[src/rtl/conv_window_gen.sv]
// Streaming K_H x K_W sliding-window generator: raster pixels in, one registered
// window per accepted pixel whose window lies fully inside the frame.
module conv_window_gen #(
    parameter int IMG_W = 8,
    parameter int IMG_H = 8,
    parameter int K_H   = 3,
    parameter int K_W   = 3
) (
    input  logic                            clk,
    input  logic                            rst,
    input  logic                            start,
    input  logic                            pix_valid,
    input  logic [7:0]                      pix_in,
    output logic                            pix_ready,
    output logic [K_H-1:0][K_W-1:0][7:0]    img,
    output logic                            win_valid,
    output logic [$clog2(IMG_H)-1:0]        win_row,
    output logic [$clog2(IMG_W)-1:0]        win_col,
    output logic                            busy,
    output logic                            frame_done
);

    localparam int ROW_W = $clog2(IMG_H);
    localparam int COL_W = $clog2(IMG_W);

    typedef enum logic [1:0] {
        S_IDLE = 2'd0,
        S_RUN  = 2'd1,
        S_DONE = 2'd2
    } state_t;

    state_t                         state_r;
    state_t                         state_nxt_s;
    logic [ROW_W-1:0]               in_row_r;
    logic [COL_W-1:0]               in_col_r;
    logic                           acc_s;
    logic                           is_last_s;
    logic                           win_ok_s;
    logic [K_H-1:0][7:0]            col_s;
    logic [7:0]                     lb_r [K_H-1][IMG_W];
    logic [K_H-1:0][K_W-1:0][7:0]   win_r;
    logic                           win_valid_r;
    logic [ROW_W-1:0]               win_row_r;
    logic [COL_W-1:0]               win_col_r;
    logic                           pix_ready_r;
    logic                           busy_r;
    logic                           frame_done_r;
    logic                           pix_ready_nxt_s;
    logic                           busy_nxt_s;
    logic                           frame_done_nxt_s;

    assign acc_s     = pix_valid && pix_ready_r;
    assign is_last_s = (in_row_r == ROW_W'(IMG_H - 1)) && (in_col_r == COL_W'(IMG_W - 1));
    assign win_ok_s  = (in_row_r >= ROW_W'(K_H - 1)) && (in_col_r >= COL_W'(K_W - 1));

    assign pix_ready  = pix_ready_r;
    assign img        = win_r;
    assign win_valid  = win_valid_r;
    assign win_row    = win_row_r;
    assign win_col    = win_col_r;
    assign busy       = busy_r;
    assign frame_done = frame_done_r;

    // State register
    always_ff @(posedge clk or posedge rst) begin
        if (rst) begin
            state_r <= S_IDLE;
        end else begin
            state_r <= state_nxt_s;
        end
    end

    // Next-state logic; DONE is entered on the edge that takes the last pixel
    always_comb begin
        state_nxt_s = state_r;
        case (state_r)
            S_IDLE: begin
                if (start) state_nxt_s = S_RUN;
                else       state_nxt_s = S_IDLE;
            end
            S_RUN: begin
                if (acc_s && is_last_s) state_nxt_s = S_DONE;
                else                    state_nxt_s = S_RUN;
            end
            S_DONE:  state_nxt_s = S_IDLE;
            default: state_nxt_s = S_IDLE;
        endcase
    end

    // Output decode; frame_done/busy trail DONE by one cycle so the pulse follows the last strobe
    always_comb begin
        pix_ready_nxt_s  = 1'b0;
        busy_nxt_s       = 1'b0;
        frame_done_nxt_s = 1'b0;
        case (state_r)
            S_DONE: begin
                busy_nxt_s       = 1'b1;
                frame_done_nxt_s = 1'b1;
            end
            default: begin
                busy_nxt_s       = 1'b0;
                frame_done_nxt_s = 1'b0;
            end
        endcase
        if (state_nxt_s == S_RUN) begin
            pix_ready_nxt_s = 1'b1;
            busy_nxt_s      = 1'b1;
        end else begin
            pix_ready_nxt_s = 1'b0;
        end
    end

    // Registered handshake and status outputs
    always_ff @(posedge clk or posedge rst) begin
        if (rst) begin
            pix_ready_r  <= 1'b0;
            busy_r       <= 1'b0;
            frame_done_r <= 1'b0;
        end else begin
            pix_ready_r  <= pix_ready_nxt_s;
            busy_r       <= busy_nxt_s;
            frame_done_r <= frame_done_nxt_s;
        end
    end

    // Raster position of the next pixel to be accepted
    always_ff @(posedge clk or posedge rst) begin
        if (rst) begin
            in_row_r <= {ROW_W{1'b0}};
            in_col_r <= {COL_W{1'b0}};
        end else if (state_r == S_IDLE && start) begin
            in_row_r <= {ROW_W{1'b0}};
            in_col_r <= {COL_W{1'b0}};
        end else if (acc_s) begin
            if (in_col_r == COL_W'(IMG_W - 1)) begin
                in_col_r <= {COL_W{1'b0}};
                if (is_last_s) in_row_r <= {ROW_W{1'b0}};
                else           in_row_r <= in_row_r + ROW_W'(1);
            end else begin
                in_col_r <= in_col_r + COL_W'(1);
            end
        end
    end

    // New window column: oldest buffered row on top, incoming pixel at the bottom
    always_comb begin
        col_s = '0;
        for (int i = 0; i < K_H - 1; i++) begin
            col_s[i] = lb_r[K_H-2-i][in_col_r];
        end
        col_s[K_H-1] = pix_in;
    end

    // Line buffers are never cleared; the first K_H-1 rows of a frame never form a valid window
    always_ff @(posedge clk) begin
        if (acc_s) begin
            for (int k = K_H - 2; k >= 1; k--) begin
                lb_r[k][in_col_r] <= lb_r[k-1][in_col_r];
            end
            lb_r[0][in_col_r] <= pix_in;
        end
    end

    // Window shift register and strobe/position outputs
    always_ff @(posedge clk or posedge rst) begin
        if (rst) begin
            win_r       <= '0;
            win_valid_r <= 1'b0;
            win_row_r   <= {ROW_W{1'b0}};
            win_col_r   <= {COL_W{1'b0}};
        end else begin
            win_valid_r <= acc_s && win_ok_s;
            if (acc_s) begin
                for (int i = 0; i < K_H; i++) begin
                    for (int j = 0; j < K_W - 1; j++) begin
                        win_r[i][j] <= win_r[i][j+1];
                    end
                    win_r[i][K_W-1] <= col_s[i];
                end
                if (win_ok_s) begin
                    win_row_r <= in_row_r - ROW_W'(K_H - 1);
                    win_col_r <= in_col_r - COL_W'(K_W - 1);
                end
            end
        end
    end

endmodule

[config.mk]
export PLATFORM = sky130hd
export DESIGN_NAME = conv_window_gen
export DESIGN_NICKNAME = d
export VERILOG_FILES = /design/src/rtl/conv_window_gen.sv
export SDC_FILE = /design/constraint.sdc
export NUM_CORES = 1
export LEC_CHECK = 0
export CAP_MARGIN = 20
export CORE_UTILIZATION = 35
export DETAILED_ROUTE_END_ITERATION = 8
export PLACE_DENSITY = 0.59
export SETUP_SLACK_MARGIN = 0.4
export SYNTH_ARGS = -nofsm -noshare
export SYNTH_HDL_FRONTEND = slang
export SYNTH_SLANG_ARGS = --single-unit
[constraint.sdc]
create_clock -name clk -period 3.37 [get_ports clk]
set_clock_uncertainty 0.1 [all_clocks]
set_input_delay 0.5055 -clock clk [delete_from_list [all_inputs] [get_ports clk]]
set_output_delay 0.5055 -clock clk [all_outputs]
set_load 0.005 [all_outputs]
Yosys cells after proc, flatten, opt, wreduce, memory -nomap -nowiden
Memory sizes are Yosys's and may differ from the RTL's.
Cells that the tools add are included.
{ "word_totals": {"ff_bits": 90, "latchBits": 0, "mem_bits_rw": 128, "romBits": 0, "inputBits": 12, "output_inout_bits": 82, "word_cells": 68, "mem_count": 1} }
{ "classes": {"add_sub_neg": 4, "mul": 0, "div": 0, "order_cmp": 4, "eq_ne": 5, "shifts": 0, "muxes": 23, "n_bitwise": 1, "n_reduce_logical": 12} }
{ "memory_table": {"columns": ["name", "depth", "word_bits", "rd", "rd_clocked_by_memory_dff", "wr", "line_no", "rtl"], "rows": [
  ["lb_r", 2, 64, 2, 0, 2, "40", "logic [7:0] lb_r [K_H-1][IMG_W];"]
]} }
{ "op_table": {"columns": ["operator", "n"], "rows": [
  ["$mux 64", 1],
  ["$bmux 8 s3", 2],
  ["$mux 8", 5],
  ["$demux 8 s3", 1],
  ["$mux 3", 7],
  ["$logic_and 1x1->1", 7],
  ["$add 3x1->3 const B", 2],
  ["$eq 3x3->1 const B", 2],
  ["$ge 3x2->1 const B", 2],
  ["$sub 3x2->3 const B", 2],
  ["$mux 1", 5],
  ["$eq 2x1->1 const B", 2],
  ["$ge 4x4->1 const B", 1],
  ["$lt 4x1->1 const B", 1],
  ["$not 3->4", 1],
  ["$pmux 2 s2", 1],
  ["$reduce_and 2->1", 2],
  ["$reduce_bool 2->1", 2],
  ["$eq 2x2->1 const B", 1],
  ["$logic_not 2->1", 1],
  ["$mux 2", 1]
]} }

Longest topological paths before layout
{ "depth": {"depth_word": 7, "depth_mapped": 7, "ltp_nobuf": 5} }

Worst setup path before layout
OpenSTA, ideal clock, no wires.
{ "synth_timing": {"path_kind": "input to register", "start": "in pix_valid", "end": "mem lb_r[0][112] (netlist bit), enable pin", "setup_time_ps": 374, "arrival_ps": 1557, "t_required_ps": 2896, "setup_slack_ps": 1339, "stages": 4, "path_buffers": 2, "cell_sequence": "and2_1 -> clkbuf_1 -> clkbuf_1 -> and3_1"} }
{ "synth_rtl": {"columns": ["item", "line_no", "rtl"], "rows": [
  ["start, declared", "12", "input logic pix_valid,"],
  ["end, declared", "40", null]
]} }

==> metrics.md <==
| Metric | Value |
|---|---|
| Outcome | `complete, no violations` |
| Max-cap violations | `0` |
| Max incr delay on CP | `approximately 0.59 ns` |
| CP Class | `reg2reg` |
| FF-to-FF End | `lb_r[0][127]` |
| Remaining design rule violation count | `0` |
| ANT nets after route | `0` |
| PortBufs | `between 90 and 100` |
| Placeable Area | `between 20000 and 25000 um^2` |
| WP data arrival | `roughly 2.4 ns` |
| Max-slew headroom | `a little over two fifths` |
| Via density | `~4.8` |
| Mapped Cells | `between 600 and 700` |
| CTS Buf Count | `23` |
| Synth Cell Area | `between 8000 and 9000 um^2` |
| GP Congestion | `between 0.7 and 0.8` |
| RSZ-0062 raised after global routing | `no` |
| Crit path launch type | `flip-flop` |
| Reg2reg path depth | `3` |
| Crit Path Max Fanout | `12` |
| CP max stage cell | `nor2_1` |
| Pre-CTS setup slack | `a little over 0.8 ns` |
| Worst path cell trace | `nand2b_1, o22ai_1, nor2_1` |
| Synth area leaders | `edfxtp_1 (45%), dfrtp_1 (26%), nand2_1 (8.2%)` |
| Die W | `158.3 um` |
| Syn Nets | `~650` |
| Clock slew at reported path FFs | `approximately 0.060 ns` |
| Worst Hold Class | `in2async` |
| Initial antenna violation count | `0` |
| Site Rows | `between 50 and 60` |
| Count of hold-fix buffers inserted at cts | `0` |
| Initial DRC Count | `approximately 350` |
| GRT Residual Overflow | `0` |
| Synth cell types | `30` |
| Pwr/cell area | `901.6 nW/um^2` |
| Top cell type's share of synthesized area | `~45%` |
| DP HPWL | `around 12 mm` |
| Fmax achieved | `between 400 and 500 MHz` |
| Crit. End Element | `flip-flop` |
| FF+latch count, synth | `approximately 220` |
| Most common cell after layout, fill and taps aside | `nand2_1` |
| # setup viols final | `0` |
| Hold Vio Cnt, Final | `0` |
| Die area | `roughly 25000 um^2` |
| Total number of vias | `roughly 5000` |
| Post-CTS sizing | `0` |
| Initial Util | `~36%` |
| Worst path required time | `between 3 and 4 ns` |
| Area Overhead vs Synth | `23.81%` |
| Largest net degree at the start of global routing | `90` |
| Crit path from | `in_col_r[1]` |
| Commonest cells after routing, fill and taps aside | `nand2_1 (187), edfxtp_1 (128), clkdlybuf4s50_1 (93)` |
| Final WL | `between 15 and 20 mm` |
| I/O pin count | `94` |
| CTS tree | `yes` |
| Fin crit period | `between 2 and 2.5 ns` |
| Clock Path Buffers | `3` |
| Post-synthesis sequential area ratio | `between 70 and 80%` |
| Synth Area per Inst | `roughly 14 um^2` |
| Sink Count | `218` |
| Drt wl/cell | `approximately 17 um` |
| Clk root buf | `clkbuf_16` |
| Period utilization | `just under 70%` |
| Maximum VDD drop | `396.2 uV` |
| Worst Setup EP | `lb_r[0][127]` |
| Slew at the pin closest to its max-slew limit | `roughly 0.87 ns` |
| LEAKAGE | `between 0.004 and 0.005 uW` |
| Synth area leader | `edfxtp_1` |
| Post-CTS setup buffers | `0` |
| # nets final | `~740` |
| Clock Latency Late Sink | `0.52 ns` |
| Setup ws final | `around 1.1 ns` |
| Detailed Routing Iterations Pass 1 | `5` |
| Die height | `around 160 um` |
| Layout cell share with drive strength beyond 1 | `between 10% and 20%` |
| Setup slack, reg-to-reg | `around 1.1 ns` |
| R2r startpoint | `in_col_r[1]` |
| Setup_tns | `0 ns` |
| Number of global-route vias before repair | `between 5000 and 6000` |
| Ys Warns | `0` |
| Diodes inserted | `0` |
| Final-report max-slew violation count | `0` |
| GRT Overall Usage | `around 15%` |
| First-pass GRT wire length | `28.45 mm` |
| # H-tree levels | `1` |
## state kept, by name, indices dropped and copies added, names as in the netlist
name        cells
busy            1
frame_done      1
img            72
in_col_r        3
in_row_r        3
lb_r          128
pix_ready       1
state_r         2
win_col         3
win_row         3
win_valid       1
## cell type report
class	count	area, um^2
sequential	218	6097
multi-input combinational	363	2270
inverter	9	35.03
fill	2085	13160
clock inverter	11	138.9
tap	319	399.1
clock buffer	31	625.6
timing repair buffer	104	1026
## power breakdown
part           total [uW]  switching [uW]  internal [uW]
Combinational        2920            1540           1390
Clock                2530             992           1540
Sequential           4100             395           3700
Total                9550            2920           6620
## cells in the mapped netlist
master      n
nand2_1   188
edfxtp_1  128
dfrtp_1    90
mux2i_1    37
mux2_2     32
clkbuf_1   18
nor2_1     17
a22o_1     16
o22ai_1    16
o31ai_1    16
ha_1       11
and3_1      9
inv_1       9
buf_2       6
buf_4       6
mux2_4      4
a211oi_1    2
a21oi_1     2
a311oi_1    2
nand2b_4    2
nor2b_1     2
a21o_1      1
a221oi_4    1
and2_1      1
and4b_1     1
buf_6       1
clkbuf_2    1
nand2b_1    1
nor3_1      1
nor3b_1     1
## layer usage
metal  up-vias  share of wire [%]  track usage [%]
li1       2386                  -                -
met1      2520                 46            20.39
met2       120                 47            24.75
met3        21                5.3            2.531
met4         0                1.4            4.212
met5         -                  0                0
## worst min-delay path by stage
stage / end / slack [ns] / cells after the start
3_3_place_gp: img[1] / 0.36 / 2
5_1_grt: img[46] / 0.39 / 2
3_5_place_dp: img[0] / 0.36 / 2
2_1_floorplan: img[0] / 0.37 / 2
6_report: img[53] / 0.32 / 2
4_1_cts: img[53] / 0.34 / 2
## cells by family (layout without fill, tap and decap cells)
group                    Yosys count  after routing  share of synthesized area, %
buffers and inverters             41            155                         2.252
multiplexers                      73             73                         9.244
AO/OA/AOI/OAI                     56             56                         5.105
AND/OR/NAND/NOR                  223            223                         10.53
flip-flops                       218            218                         71.26
adder cells (fa/ha/maj)           11             11                         1.609
## per-stage QoR
stage | hold slack [ns] | util [%] | cells | power, uW | area, um^2
2_1_floorplan | 0.3699 | - | 622 | 5701 | 8554
3_3_place_gp | 0.3576 | 41.37 | 1013 | 7025 | 9827
3_5_place_dp | 0.3641 | 41.37 | 1013 | 7117 | 9827
4_1_cts | 0.3420 | 44.59 | 1055 | 9658 | 10590
5_1_grt | 0.3935 | 44.59 | 1055 | 10110 | 10590
6_report | 0.3247 | 44.59 | 1055 | 9549 | 10590
## critical path: cells and delay by family (launching register included)
| kind | cells | cell delay (ns) |
|---|---|---|
| and+or+nand+nor | 2 | 1.12 |
| AOI/OAI and AO/OA | 1 | 0.23 |
| DFF | 1 | 0.52 |
(Power assumes the default switching activity.)
